<file path="config.mk">
export PLATFORM = sky130hd
export DESIGN_NAME = hilo_md_ctrl
export DESIGN_NICKNAME = d
export VERILOG_FILES = /design/src/rtl/hilo_md_ctrl.sv
export SDC_FILE = /design/constraint.sdc
export NUM_CORES = 1
export LEC_CHECK = 0
export ABC_CLOCK_PERIOD_IN_PS = 1900
export BUFFER_PORTS_ARGS = -buffer_cell sky130_fd_sc_hd__buf_2
export CAP_MARGIN = 20
export CORE_AREA = 2 2 155 157
export CTS_BUF_LIST = sky130_fd_sc_hd__clkbuf_4 sky130_fd_sc_hd__clkbuf_8
export DETAILED_ROUTE_END_ITERATION = 16
export DIE_AREA = 0 0 157 159
export PLACE_DENSITY = 0.75
export RECOVER_POWER = 25
export SLEW_MARGIN = 10
export SYNTH_ARGS = -nofsm -noshare
export SYNTH_HDL_FRONTEND = slang
export SYNTH_SLANG_ARGS = --single-unit
export TNS_END_PERCENT = 1
</file>
<file path="constraint.sdc">
create_clock -name clk -period 1.9 [get_ports clk]
set_input_delay 0.19 -clock clk [delete_from_list [all_inputs] [get_ports clk]]
set_output_delay 0.19 -clock clk [all_outputs]
set_load 0.005 [all_outputs]
</file>
<file path="src/rtl/hilo_md_ctrl.sv">
// hilo_md_ctrl: EX-stage multiply/divide sequencer and owner of the HI/LO registers.
// Launches MULT/MULTU on the shared multiplier and DIV/DIVU on the iterative
// divider, stalls EX while an operation is in flight, then commits HI/LO.
// MTHI/MTLO are written directly without stalling.
// Optional feature macro: MD_DIVZERO_BYPASS_EN -- when defined, a divide by zero
// completes locally in one stall cycle (hi = op_a, lo = all ones) and the
// divider is never started.
module hilo_md_ctrl #(
    parameter int unsigned MUL_CYCLES = 2
) (
    input  logic        clk,
    input  logic        resetn,
    input  logic        op_valid,
    input  logic [2:0]  op_code,
    input  logic [31:0] op_a,
    input  logic [31:0] op_b,
    input  logic        flush,
    output logic        stall_req,
    output logic        mul_signed,
    output logic [31:0] mul_ina,
    output logic [31:0] mul_inb,
    input  logic [63:0] mul_result,
    output logic        div_start,
    output logic        div_signed,
    output logic [31:0] div_opa,
    output logic [31:0] div_opb,
    output logic        div_annul,
    input  logic        div_ready,
    input  logic [63:0] div_result,
    output logic [31:0] hi,
    output logic [31:0] lo,
    output logic        hilo_we
);

    localparam int unsigned    CNT_W    = (MUL_CYCLES > 1) ? $clog2(MUL_CYCLES) : 1;
    localparam logic [CNT_W-1:0] CNT_INIT = CNT_W'(MUL_CYCLES - 1);

    typedef enum logic [1:0] {
        IDLE,
        MUL_WAIT,
        DIV_WAIT,
        DONE
    } state_t;

    state_t           state;
    state_t           state_nxt;
    logic [CNT_W-1:0] cnt;

    logic        is_mul;
    logic        is_div;
    logic        is_mthi;
    logic        is_mtlo;
    logic        launch_mul;
    logic        launch_div;
    logic        wr_hi;
    logic        wr_lo;
    logic [31:0] hi_nxt;
    logic [31:0] lo_nxt;

    assign is_mul  = op_valid && ((op_code == 3'd0) || (op_code == 3'd1));
    assign is_div  = op_valid && ((op_code == 3'd2) || (op_code == 3'd3));
    assign is_mthi = op_valid && (op_code == 3'd4);
    assign is_mtlo = op_valid && (op_code == 3'd5);

    // The divider request is simply "waiting on the divider"; it falls when
    // the commit moves us to DONE.
    assign div_start = (state == DIV_WAIT);

`ifdef MD_DIVZERO_BYPASS_EN
    logic div_by_zero;
    assign div_by_zero = (op_b == '0);
`endif

    // State register.
    always_ff @(posedge clk) begin
        if (!resetn) begin
            state <= IDLE;
        end else begin
            state <= state_nxt;
        end
    end

    // Next state, stall/annul outputs and HI/LO write decode; flush overrides
    // every state so a result arriving in the flush cycle is discarded.
    always_comb begin
        state_nxt  = state;
        stall_req  = 1'b0;
        div_annul  = 1'b0;
        launch_mul = 1'b0;
        launch_div = 1'b0;
        wr_hi      = 1'b0;
        wr_lo      = 1'b0;
        hi_nxt     = hi;
        lo_nxt     = lo;
        if (flush) begin
            state_nxt = IDLE;
            div_annul = (state == DIV_WAIT);
        end else begin
            case (state)
                IDLE: begin
                    if (is_mul) begin
                        stall_req  = 1'b1;
                        launch_mul = 1'b1;
                        state_nxt  = MUL_WAIT;
                    end else if (is_div) begin
                        stall_req = 1'b1;
`ifdef MD_DIVZERO_BYPASS_EN
                        if (div_by_zero) begin
                            wr_hi     = 1'b1;
                            wr_lo     = 1'b1;
                            hi_nxt    = op_a;
                            lo_nxt    = '1;
                            state_nxt = DONE;
                        end else begin
                            launch_div = 1'b1;
                            state_nxt  = DIV_WAIT;
                        end
`else
                        launch_div = 1'b1;
                        state_nxt  = DIV_WAIT;
`endif
                    end else if (is_mthi) begin
                        wr_hi  = 1'b1;
                        hi_nxt = op_a;
                    end else if (is_mtlo) begin
                        wr_lo  = 1'b1;
                        lo_nxt = op_a;
                    end
                end
                MUL_WAIT: begin
                    stall_req = 1'b1;
                    if (cnt == '0) begin
                        wr_hi     = 1'b1;
                        wr_lo     = 1'b1;
                        hi_nxt    = mul_result[63:32];
                        lo_nxt    = mul_result[31:0];
                        state_nxt = DONE;
                    end
                end
                DIV_WAIT: begin
                    stall_req = 1'b1;
                    if (div_ready) begin
                        wr_hi     = 1'b1;
                        wr_lo     = 1'b1;
                        hi_nxt    = div_result[63:32];
                        lo_nxt    = div_result[31:0];
                        state_nxt = DONE;
                    end
                end
                DONE: begin
                    state_nxt = IDLE;
                end
                default: begin
                    state_nxt = IDLE;
                end
            endcase
        end
    end

    // HI/LO, write pulse, latency counter and held operand registers.
    always_ff @(posedge clk) begin
        if (!resetn) begin
            hi         <= '0;
            lo         <= '0;
            hilo_we    <= 1'b0;
            cnt        <= '0;
            mul_signed <= 1'b0;
            mul_ina    <= '0;
            mul_inb    <= '0;
            div_signed <= 1'b0;
            div_opa    <= '0;
            div_opb    <= '0;
        end else begin
            hilo_we <= wr_hi || wr_lo;
            if (wr_hi) begin
                hi <= hi_nxt;
            end
            if (wr_lo) begin
                lo <= lo_nxt;
            end
            if (launch_mul) begin
                mul_signed <= (op_code == 3'd0);
                mul_ina    <= op_a;
                mul_inb    <= op_b;
                cnt        <= CNT_INIT;
            end else if ((state == MUL_WAIT) && (cnt != '0)) begin
                cnt <= cnt - 1'b1;
            end
            if (launch_div) begin
                div_signed <= (op_code == 3'd2);
                div_opa    <= op_a;
                div_opb    <= op_b;
            end
        end
    end

endmodule

</file>
# After elaboration in Yosys (flattened, before gate mapping)
# Cells that the tools add are included.
[word_totals]
wordCells = 91
output_inout_bits = 198
ff_bits = 198
input_bits = 200
[classes]
addsub = 1
bitwise = 2
reduce_logical = 17
mux = 44
eq_ne = 16
[op_table]
columns = ["op", "count"]
rows = [
  ["$mux 32", 11],
  ["$pmux 32 s3", 2],
  ["$mux 1", 23],
  ["$ne 2x2->1 const B", 6],
  ["$reduce_and 9->1", 1],
  ["$mux 2", 4],
  ["$pmux 2 s4", 1],
  ["$reduce_and 8->1", 1],
  ["$eq 3x2->1 const B", 2],
  ["$eq 3x3->1 const B", 2],
  ["$pmux 1 s3", 2],
  ["$logic_and 1x1->1", 5],
  ["$eq 2x2->1 const B", 2],
  ["$reduce_or 2->1", 2],
  ["$eq 3x1->1 const B", 1],
  ["$logic_not 3->1", 1],
  ["$logic_or 1x1->1", 3],
  ["$ne 3x3->1 const B", 1],
  ["$reduce_and 3->1", 1],
  ["$reduce_bool 3->1", 1],
  ["$eq 2x1->1 const B", 1],
  ["$logic_not 2->1", 1],
  ["$ne 2x1->1 const B", 1],
  ["$not 1->1", 2],
  ["3 further kinds", 3],
]

# Longest topological paths before layout
[depth]
depth_word = 9
mapped_depth = 8

# Least setup slack after synthesis
# Ideal clock, no wire load.
[synth_timing]
path_kind = "flip-flop to flip-flop"
startpoint = "register state[0]"
endpoint = "register lo[10]"
slack_ps = 61
stages_incl_launch_ff = 8
required_time_ps = 1777
setup_ps = 123
arrival_ps = 1717
synth_period_minus_slack_ps = 1839
n_path_buf = 1
path_cell_list = "dfxtp_1 > inv_1 > ha_1 > nor2b_1 > a2111oi_4 > o2111ai_2 > buf_6 > mux2i_1"
[synth_between]
elab_chain_len = 4
word_cells_on_any_way = 14
[synth_rtl]
columns = ["item", "line_no", "source"]
rows = [
  ["start, declared", "45", "state_t state;"],
  ["start signal, assigned", "79", "state <= state_nxt;"],
  ["$eq 2x2->1 *", "--", ""],
  ["named net div_start", "23", "output logic div_start,"],
  ["$pmux 1 s3", "99", "case (state)"],
  ["$mux 1", "95", "if (flush) begin"],
  ["$reduce_and 9->1 (no line)", "--", ""],
  ["end signal, assigned", "179", "lo <= lo_nxt;"],
  ["end, declared", "31", "output logic [31:0] lo,"],
]
# Mark *: on every way through the listed nets, which the timed path passes. The rest lies on a longest branch.
# A chain may end at the register's enable or synchronous reset.

# Final worst setup path
[layout_timing]
startpoint = "register state[1]"
endpoint = "output port stall_req"
[layout_between]
elab_chain_len = 4
word_cells_on_any_way = 6
[layout_rtl]
columns = ["item", "line_no", "source"]
rows = [
  ["$eq 2x2->1 or $eq 2x1->1 (tied branches)", "99", ""],
  ["$reduce_or 2->1 (no line)", "--", ""],
  ["$pmux 1 s2 *", "99", ""],
  ["$mux 1 *", "95", ""],
  ["end, declared", "18", "output logic stall_req,"],
]
# Every way passes the cells marked *; elsewhere a longest branch is shown, timed or not.

==> results.json <==
{
  "clock_tree_from_tritoncts": "built",
  "vias_per_cell": 5.10,
  "via_count": 8861,
  "top_level_ports": 398,
  "holdWs_ps": 34.7,
  "groute.usage.overall": 0.239,
  "cts.htree.levels": 4,
  "synth.lib_cells_used.distinct": 31,
  "fin_crit_ps": 1830,
  "vdd_drop_max_v": 0.000380,
  "number_of_antenna_violations_at_the_first_check_in_global_routing": 3,
  "preCtsSetupSlack_ps": -64.0,
  "cp_cell_sequence": "inv_4, ha_4, buf_12, o21a_1, buf_2",
  "die_width_um": 157,
  "worst-endpoint-arrival_ps": 1640,
  "grt_start_max_net_pins": 66,
  "count_of_yosys_warnings_during_synthesis": 0,
  "detail_route.wl_per_cell_um": 17.9,
  "synthesized_netlist_net_count": 1187,
  "avgSynthCellArea_um2": 8.84,
  "slowest_stage": "dfxtp_4",
  "syn_to_final_growth_pct": 40.9,
  "critPathRequiredTime_ps": 1710,
  "cts.reportedPaths.clkPinSlew_ps": 100,
  "unrepaired_setup_endpoints_after_global_routing": "yes",
  "cell_count_after_synthesis": 982,
  "max_freq_ghz": 0.547,
  "power.density_nw_per_um2": 656,
  "count_of_final_max_slew_check_failures": 0,
  "crit_type": "flop to output pin",
  "final.fill_count": 2160,
  "initialDrtViolationCount": 529,
  "drt_drc_violations_left": 0,
  "drtAntennaViolNets": 0,
  "max_cap_violations": 0,
  "row_count": 56,
  "die_area_um2": 25000,
  "timing.setup.tns_ps": 0,
  "hold_path_class": "primary input to flop",
  "drt_pass1_iterations": 7,
  "final_critical_path_setup_slack_ps": 72.3,
  "port_buffers": 397,
  "post-dp-hpwl_um": 21100,
  "ctsLongestPathBuffers": 2,
  "worstSetupEndpointType": "output pin",
  "first_global_vias": 8808,
  "root_driver": "clkbuf_8",
  "post_route_cells_drive_above_1_share": 0.304,
  "start_util": 0.374,
  "globalRoute.totalOverflow": 0,
  "grt_pass1_wl_um": 47000,
  "cpPeakStageDelay_ps": 390,
  "synth_seq_area_share": 0.457,
  "clock-sinks": 198,
  "die_y_um": 159,
  "critical_path_maximum_fanout": 17,
  "placeableCoreArea_um2": 23200,
  "run_status": "complete, no violations",
  "start_kind": "flop",
  "yosys_register_bits": 198,
  "finalCritPeriodShare": 0.962,
  "final.setup_skew_ps": 20.4,
  "timing.max_slew.rel_slack": 0.683,
  "p_leak_nw": 5.44,
  "drt_wl_total_um": 31000,
  "tightest_slew_ps": 476,
  "netlist_area_pre_place_um2": 8680,
  "cts_buffers": 17,
  "final_hold_viol_count": 0,
  "nets": 1608,
  "clk_latency_ps": 460,
  "globalplace.congestion": 0.830,
  "timing.final.setup_violations": 0
}
power breakdown:
| group | internal [mW] | switching (mW) |
|---|---|---|
| logic | 0.577 | 0.577 |
| clock network | 1.00 | 1.60 |
| registers | 4.22 | 0.0411 |
| total | 5.80 | 2.22 |
layer usage:
| metal | part of all wire | vias to the layer above | track usage |
|---|---|---|---|
| met1 | 0.42 | 4157 | 0.284 |
| met2 | 0.48 | 355 | 0.408 |
| met3 | 0.075 | 66 | 0.0648 |
| met4 | 0.032 | 2 | 0.0934 |
| li1 | - | 4281 | - |
| met5 | 0.00042 | - | 0 |
cells by family after synthesis:
logic type / Yosys count / share of synthesized area
simple gates: 349 / 0.156
compound gates: 269 / 0.253
flops: 198 / 0.457
buf+inv: 96 / 0.0519
mux: 65 / 0.0750
fa+ha+maj: 5 / 0.00721
cell usage in the layout, fill, tap and decap left out, types with 4 or more instances in the layout:
master	instances
o211ai_1	65
nand2b_1	4
dlygate4sd3_1	58
a21boi_1	25
clkbuf_8	18
buf_2	338
inv_8	4
nand2_1	327
a221o_1	64
a21boi_0	106
clkbuf_1	57
mux2i_1	65
nor2_1	8
buf_4	16
dfxtp_1	196
buf_12	18
synth_stat cells:
library cell / n / area [µm²]
nor4_1: 1 / 6.26
o2111ai_2: 1 / 15.0
nand2b_1: 5 / 31.3
clkbuf_1: 55 / 206
mux2i_1: 65 / 651
o21ai_0: 1 / 5.00
o211ai_1: 65 / 488
nand4b_1: 2 / 17.5
a2111oi_4: 1 / 27.5
buf_4: 3 / 22.5
inv_1: 4 / 15.0
or4bb_1: 1 / 11.3
buf_6: 7 / 78.8
a21boi_1: 25 / 188
nor2b_1: 1 / 6.26
nand2_1: 327 / 1230
dfxtp_1: 198 / 3960
o21ai_1: 1 / 5.00
a221o_1: 64 / 641
nor2_1: 9 / 33.8
ha_1: 5 / 62.6
a21oi_1: 2 / 10.0
a21boi_0: 106 / 796
or2_2: 1 / 6.26
and2_1: 1 / 6.26
buf_1: 6 / 22.5
buf_2: 21 / 105
o21a_1: 1 / 7.51
a31oi_1: 1 / 6.26
or4_1: 1 / 7.51
a221oi_1: 1 / 8.76
worst paths after layout:
| check | from | to | slack (ps) | cells past startpoint |
|---|---|---|---|---|
| worst max register to register | state[0] | hi[22] | 80 | 7 |
| worst max-delay path | state[1] | stall_req | 70 | 5 |
| worst min-delay path | op_a[1] | div_opa[1] | 30 | 3 |
| worst min register to register | mul_inb[21] | mul_inb[21] | 460 | 2 |
worst max-delay path, delay by kind of cell (launching register included):
kind | cells | cell delay [ps]
buf+inv | 3 | 360
compound gates | 1 | 160
flops | 1 | 390
fa+ha+maj | 1 | 280
area by class of cell:
cell class | instances | area, µm² | share of cell area
multi-input combinational | 688 | 4370 | 0.358
sequential | 198 | 3970 | 0.325
timing repair buffer | 494 | 3090 | 0.253
tap | 319 | 399 | 0.0326
clock buffer | 19 | 255 | 0.0209
clock inverter | 12 | 111 | 0.00910
inverter | 4 | 20.0 | 0.00164
antenna | 3 | 7.51 | 0.000614
stage by stage:
| stage | total power [mW] | util | cell area (µm²) | std cells |
|---|---|---|---|---|
| 2_1_floorplan | 4.83 | - | 8680 | 982 |
| 3_3_place_gp | 5.35 | 0.480 | 11100 | 1639 |
| 3_5_place_dp | 5.37 | 0.480 | 11100 | 1639 |
| 4_1_cts | 8.12 | 0.527 | 12200 | 1731 |
| 5_1_grt | 8.37 | 0.527 | 12200 | 1735 |
| 6_report | 8.02 | 0.527 | 12200 | 1737 |
what timing repair did:
item | in CTS | in global routing
gates resized for setup | 19 | 7
setup buffers | 1 | 2
pin swaps | 3 | 1
hold endpoints to repair | 99 | 0
hold buffers | 58 | 0
endpoints found under the setup margin | 99 | 97
cloned | 2 | 1
flip-flops by register name, indices dropped and copies added, names as in the netlist:
| register | count |
|---|---|
| lo | 32 |
| div_opa | 32 |
| mul_signed | 1 |
| state | 2 |
| mul_ina | 32 |
| div_opb | 32 |
| div_signed | 1 |
| hilo_we | 1 |
| hi | 32 |
| cnt | 1 |
| mul_inb | 32 |
Power figures use the tool's default switching activity.
